File: src/rtl/reg_scoreboard.sv
// Write-side hazard tracker: counts in-flight writes per register and refuses conflicting issues.
// Latency: stall is combinational; counts, busy_mask and pending_total update at the next posedge.
// Backpressure: stall is raised on a RAW hit or a saturated rd counter; retire is never refused.
module reg_scoreboard #(
    parameter int MAX_PENDING = 3,
    parameter int CW          = $clog2(MAX_PENDING + 1)
) (
    input  logic        clk,
    input  logic        rst_n,
    input  logic        issue_valid,
    input  logic [4:0]  issue_rs1,
    input  logic        issue_rs1_used,
    input  logic [4:0]  issue_rs2,
    input  logic        issue_rs2_used,
    input  logic [4:0]  issue_rd,
    input  logic        issue_rd_w,
    output logic        stall,
    input  logic        retire_valid,
    input  logic [4:0]  retire_rd,
    input  logic        flush,
    output logic [31:0] busy_mask,
    output logic [7:0]  pending_total,
    output logic        underflow_err
);

    logic [CW-1:0] cnt     [32];
    logic [CW-1:0] cnt_nxt [32];
    logic          raw_hit;
    logic          full_hit;
    logic          accept;
    logic          inc_go;
    logic          ret_go;
    logic          same_reg;
    logic          ret_dec;
    logic          uf_set;
    logic [7:0]    total_nxt;

    assign raw_hit  = (issue_rs1_used && issue_rs1 != 5'd0 && cnt[issue_rs1] != '0) ||
                      (issue_rs2_used && issue_rs2 != 5'd0 && cnt[issue_rs2] != '0);
    assign full_hit = issue_rd_w && issue_rd != 5'd0 && cnt[issue_rd] == CW'(MAX_PENDING);
    assign stall    = issue_valid && (raw_hit || full_hit);

    assign accept   = issue_valid && !stall && !flush;
    assign inc_go   = accept && issue_rd_w && issue_rd != 5'd0;
    assign ret_go   = retire_valid && retire_rd != 5'd0 && !flush;
    // A matching accept and retire cancel out, even on a zero count.
    assign same_reg = inc_go && ret_go && issue_rd == retire_rd;
    assign ret_dec  = ret_go && !same_reg && cnt[retire_rd] != '0;
    assign uf_set   = ret_go && !same_reg && cnt[retire_rd] == '0;

    always_comb begin
        for (int r = 0; r < 32; r++) begin
            cnt_nxt[r] = cnt[r];
            if (r == 0 || flush) begin
                cnt_nxt[r] = '0;
            end else if (!same_reg) begin
                if (inc_go && issue_rd == 5'(r))
                    cnt_nxt[r] = cnt[r] + CW'(1);
                else if (ret_dec && retire_rd == 5'(r))
                    cnt_nxt[r] = cnt[r] - CW'(1);
            end
        end
    end

    always_comb begin
        total_nxt = pending_total;
        if (flush)
            total_nxt = 8'd0;
        else if (!same_reg)
            total_nxt = pending_total + 8'(inc_go) - 8'(ret_dec);
    end

    always_ff @(posedge clk or negedge rst_n) begin
        if (!rst_n) begin
            for (int r = 0; r < 32; r++)
                cnt[r] <= '0;
            pending_total <= 8'd0;
            underflow_err <= 1'b0;
        end else begin
            for (int r = 0; r < 32; r++)
                cnt[r] <= cnt_nxt[r];
            pending_total <= total_nxt;
            if (uf_set)
                underflow_err <= 1'b1;
        end
    end

    always_comb begin
        busy_mask = 32'd0;
        for (int r = 1; r < 32; r++)
            busy_mask[r] = (cnt[r] != '0);
    end

endmodule

File: config.mk
export PLATFORM = sky130hd
export DESIGN_NAME = reg_scoreboard
export DESIGN_NICKNAME = d
export VERILOG_FILES = /design/src/rtl/reg_scoreboard.sv
export SDC_FILE = /design/constraint.sdc
export NUM_CORES = 1
export LEC_CHECK = 0
export CAP_MARGIN = 20
export CORE_ASPECT_RATIO = 2
export CORE_MARGIN = 2
export CORE_UTILIZATION = 52
export DETAILED_ROUTE_END_ITERATION = 7
export PLACE_DENSITY = 0.8
export SYNTH_ARGS = -nofsm -noshare
export SYNTH_HDL_FRONTEND = slang
export SYNTH_SLANG_ARGS = --single-unit
File: constraint.sdc
create_clock -name clk -period 4.9 [get_ports clk]
set_input_delay 1.225 -clock clk [delete_from_list [all_inputs] [get_ports clk]]
set_output_delay 1.225 -clock clk [all_outputs]
set_load 0.01 [all_outputs]
# After elaboration in Yosys (flattened, before gate mapping)
# Index checks and enable logic that the tools add are counted.
[op_classes]
n_addsub = 64
order_cmp = 4
n_eq_ne = 65
muxes = 138
bitwise_logic = 4
reduce_logical = 186
[op_table]
columns = ["op", "count"]
rows = [
  ["$mux 2", 132],
  ["$eq 5x5->1 const B", 32],
  ["$reduce_bool 3->1", 31],
  ["$eq 5x4->1 const B", 16],
  ["$logic_and 1x1->1", 80],
  ["$reduce_bool 2->1", 34],
  ["$add 2x1->2 const B", 31],
  ["$reduce_and 2->1", 31],
  ["$sub 2x1->2 const B", 31],
  ["$bmux 2 s5", 4],
  ["$eq 5x3->1 const B", 8],
  ["$ge 6x6->1 const B", 4],
  ["$not 5->6", 4],
  ["$eq 5x2->1 const B", 4],
  ["$reduce_bool 5->1", 4],
  ["$mux 8", 2],
  ["$eq 5x1->1 const B", 2],
  ["$add 8x1->8", 1],
  ["$sub 8x1->8", 1],
  ["$eq 5x5->1", 1],
  ["$logic_not 1->1", 3],
  ["$eq 2x2->1 const B", 1],
  ["$logic_not 2->1", 1],
  ["$logic_or 1x1->1", 2],
  ["$ne 2x2->1 const B", 1],
]
[word_totals]
register_bits = 71
wordCells = 494

# Logic depth before layout (Yosys ltp)
[logic_depth]
word_depth = 24
mapped_depth = 25

# Least setup slack after synthesis
# No wires, ideal clock.
[synth_path]
kind = "in2reg"
startpoint = "in issue_rs2[1]"
endpoint = "reg pending_total[6]"
setup_ns = 0.077
arrival_time_ns = 5.617
required_time_ns = 4.823
slack_ns = -0.795
cell_stages = 21
n_path_buf = 3
cell_sequence = "clkbuf_1 mux2_2 mux4_2 o2111a_1 a311o_1 or4_1 buf_2 clkbuf_1 nand2_1 nor2_1 ha_1 inv_1 ha_1 fa_1 a21o_1 a21oi_1 o21bai_1 a21oi_1 xnor2_1 a21oi_1 a21oi_1"
[synth_via]
elab_chain_cells = 22
[synth_rtl]
columns = ["item", "line", "rtl"]
rows = [
  ["from (decl)", "13", "input logic [4:0] issue_rs2,"],
  ["$not 5->6 (not written as such)", "39", "(issue_rs2_used && issue_rs2 != 5'd0 && cnt[issue_rs2] != '0);"],
  ["$bmux 2 s5", "39", ""],
  ["$mux 2 (not written as such) (2 in a row)", "39", ""],
  ["$reduce_bool 2->1", "39", ""],
  ["$logic_and 1x1->1 *", "39", ""],
  ["$logic_or 1x1->1 *", "38", "assign raw_hit = (issue_rs1_used && issue_rs1 != 5'd0 && cnt[issue_rs1] != '0) ||"],
  ["$logic_or 1x1->1 *", "41", "assign stall = issue_valid && (raw_hit || full_hit);"],
  ["$logic_and 1x1->1 *", "41", ""],
  ["$logic_not 1->1 *", "43", "assign accept = issue_valid && !stall && !flush;"],
  ["$logic_and 1x1->1 * (2 in a row)", "43", ""],
  ["$logic_and 1x1->1 * (2 in a row)", "44", "assign inc_go = accept && issue_rd_w && issue_rd != 5'd0;"],
  ["branches (longest 8 deep; another with $add 8x1->8)", "-", ""],
  ["to (signal assigned)", "82", "pending_total <= total_nxt;"],
  ["to (decl)", "22", "output logic [7:0] pending_total,"],
]
# Mark *: on every way between the ends. The select of a mux whose other input is x is not followed.
# A chain may end at the register's enable or synchronous reset.

# Worst setup path in the final report
[layout_path]
startpoint = "in issue_rd[0]"
endpoint = "reg pending_total[6]"
[layout_via]
elab_chain_cells = 21
[layout_rtl]
columns = ["item", "line", "rtl"]
rows = [
  ["from (decl)", "15", "input logic [4:0] issue_rd,"],
  ["branches (longest 21 deep; another with $not 5->6)", "-", ""],
]
# Several ways; the timed one is not identified. The select of a mux whose other input is x is not followed.

==> metrics.txt <==
Ant. Diodes 0; cell family with most CP delay compound AO/OA/AOI/OAI gates; CP required about 5.2 ns; CTS hold repair buffers 0; most frequent cells in the layout 111 x buf_4, 87 x nor2_1, 71 x dfrtp_1, 58 x o21ai_0, 56 x clkdlybuf4s50_1; Setup crit end kind flop; VDD IR max ~0.00036 V; period utilization roughly 100%; Setup CP Type in2reg; Area Overhead vs Synth 32.5%; Worst-path clk slew approximately 0.060 ns; Final WS setup around 0.012 ns; Tmin final approximately 4.9 ns; cell leakage power around 3.5 nW; synth unique cells between 70 and 80; Worst-Skew Late Latency 0.34 ns; Clock Power Share between 30% and 40%; wire per inst 24.9 um; worst min path class reg2reg; Worst path max stage delay ~0.53 ns; Ys Warns 0; drt drc 0; synthesized area per cell between 8 and 9 um2; drt first pass iters 5; crit path cell chain buf_8 -> buf_8 -> buf_12 -> mux4_2 -> a31oi_4 -> o32ai_2 -> a311o_1 -> or4_4 -> nand2_4 -> nor2_4 -> ha_4 -> inv_2 -> ha_4 -> fa_2 -> a21o_1 -> a21oi_2 -> o21bai_1 -> a21oi_1 -> xnor2_1 -> a21oi_1 -> a21oi_1; status completed; pwr dens roughly 230 nW/um2; Clock Skews slightly above 0.01 ns; die area approximately 13000 um2; Clk Tree Root Cell clkbuf_16; DPL Wire Length 19500 um; commonest non-fill, non-tap cell in the layout buf_4; FILL cells a little over 900; Worst Path Arrival slightly above 5 ns; sequential share of the synthesized area 28.3%; post-route cell area approximately 8300 um2; commonest register cell after synthesis dfrtp_1; area of the multi-input gates between 4000 and 5000 um2; Post-Route WL about 27000 um; Die Span Y between 150 and 200 um; FMAX about 200 MHz; unrepaired setup endpoints after global routing true; DIE WIDTH a little over 80 um; Slew Viols, Final 0; first-pass GRT wire length between 40000 and 50000 um; Inserted Clock Buffers 9; Synth async-reset ratio 100%; # IOs 70; number of H-tree levels 3; Comb pwr share 32.4%; Worst slew margin between 30% and 40%; Crit Path Max Fanout 6; Least-Margin Pin Slew slightly below 1 ns; Placement Cell Area roughly 7800 um2; initial antenna violation count 0; Fin Hold WS 0.496 ns; Syn Nets 815; Placer Congestion slightly below 1; post-synthesis instance area about 6300 um2; Post-synth EDFFs 0; clock sink count a little over 70; Storage cell area approximately 1800 um2; Routed Antenna Nets 0; Mapped Cells between 700 and 800; global route overflow 0; final hold vios 0; share of cells above drive strength 1 a little under a quarter; synthesized flop and latch total 71; maxcap violations 0; CP startpoint kind input pin; vias per cell a little under 7; Seq pwr share approximately 33%; CTS tree done; slowest stage cell, crit path mux4_2; sw power slightly above 0.0006 W; CTS Buffer Depth 2; CP bufs+invs 4; vias in the first global route 7183; via count roughly 7400; final setup violation count 0; DRT iter0 DRCs just over 800; crit-path most repeated cell a21oi_1; largest net degree at the start of global routing 72; total track usage between 40% and 50%; Int Pwr approximately 0.0013 W; Initial Util 53.4%; # rows 56; Net Sw Frac between 30% and 40%; DP Worst Slack -0.874 ns; Core Box Area 11800 um2; Port Buffers 68; total chip power ~0.0019 W; Layout Nets about 950
-- cells in the mapped netlist (7+ instances only) --
cell type   n  share of area [%]
o21ai_0    62                4.9
a21oi_1    47                3.7
nor4_1     13                1.3
buf_2      11               0.88
ha_1        8                1.6
a311oi_1   10                1.4
inv_1      53                3.2
dfrtp_1    71                 28
nor2_1     88                5.3
o31ai_1    28                3.3
nor3b_1     9                1.1
mux2i_1    10                1.6
a31oi_1    20                2.0
a211oi_1   13                1.6
and3_1     13                1.3
nand3_1    21                1.7
clkbuf_1   45                2.7
or3_1      10                1.0
nor2b_1    11                1.1
nand2_1    40                2.4
nand2b_1    7               0.70
mux4_2     24                8.6
nor3_1     34                2.7
-- layer usage --
metal  GRT usage (%)  routed length [um]  up-vias
li1                -                   -     3183
met1            50.9                9470     3559
met2            65.2               12600      500
met3            8.56                2350      135
met4            26.4                2070        0
met5               0                   0        -
-- power groups by stage --
stage | sequential [W] | clock (W) | combinational [W]
detailed placement | 0.000639 | 0 | 0.000561
floorplan | 0.000643 | 0 | 0.000331
global placement | 0.000638 | 0 | 0.000542
CTS | 0.000628 | 0.000676 | 0.000576
global route | 0.000632 | 0.000701 | 0.000670
finish | 0.000629 | 0.000674 | 0.000623
-- path summary, 6_finish.rpt --
path                       slack [ns]  depth (start not counted)                           end                      start
max                              0.01                         21  pending_total[6]$_DFFE_PN0P_                issue_rd[0]
min                              0.50                          1     underflow_err$_DFFE_PN0P_  underflow_err$_DFFE_PN0P_
max reg2reg                      0.28                         19  pending_total[6]$_DFFE_PN0P_        cnt[56]$_DFFE_PN0P_
min reg2reg                      0.50                          1     underflow_err$_DFFE_PN0P_  underflow_err$_DFFE_PN0P_
max in group asynchronous        3.15                          2           cnt[37]$_DFFE_PN0P_                      rst_n
min in group asynchronous        1.12                          2  pending_total[7]$_DFFE_PN0P_                      rst_n
-- worst register-to-register path: cells and delay by family, from the launching register on --
kind | cells | cell delay (ns)
DFF | 1 | 0.44
buffers and inverters | 1 | 0.04
AOI/OAI and AO/OA | 8 | 1.45
adders and majority gates | 3 | 0.75
xor gates and xnor gates | 1 | 0.13
and+or+nand+nor | 4 | 1.00
muxes | 2 | 0.73
-- kinds of logic after synthesis --
kind of cell | Yosys count | share of synthesized area, %
flip-flops | 71 | 28.3
XOR/XNOR | 11 | 1.53
multiplexers | 39 | 11.1
adder cells (fa/ha/maj) | 9 | 1.91
buffers and inverters | 118 | 7.74
other | 1 | 0.0597
AND/OR/NAND/NOR | 285 | 23.6
AO/OA/AOI/OAI | 244 | 25.8
-- area by class of cell --
cell class | count | area share (%)
inverters | 55 | 2.48
clock buffers | 10 | 2.75
well taps | 145 | 2.18
repair buffers | 190 | 20.1
flip-flops and latches | 71 | 21.3
clock inverters | 6 | 0.826
multi-input cells | 589 | 50.3
-- registers in the layout, indices dropped and copies added (netlist names) --
signal	count
pending_total	8
underflow_err	1
cnt	62
-- through the flow --
step                std cells  util, %  setup TNS [ns]
floorplan                 778        -          -0.873
global placement         1042     66.5           -4.17
detailed placement       1042     66.5           -4.62
CTS                      1062     69.6               0
global route             1066     70.7          -0.236
finish                   1066     70.7               0
-- repair_timing --
action,CTS,global route
cloned,0,0
pin swaps,13,24
resized for setup,26,35
buffers inserted,4,4
endpoints found under the setup margin,7,3
Power figures use the tool's default switching activity.
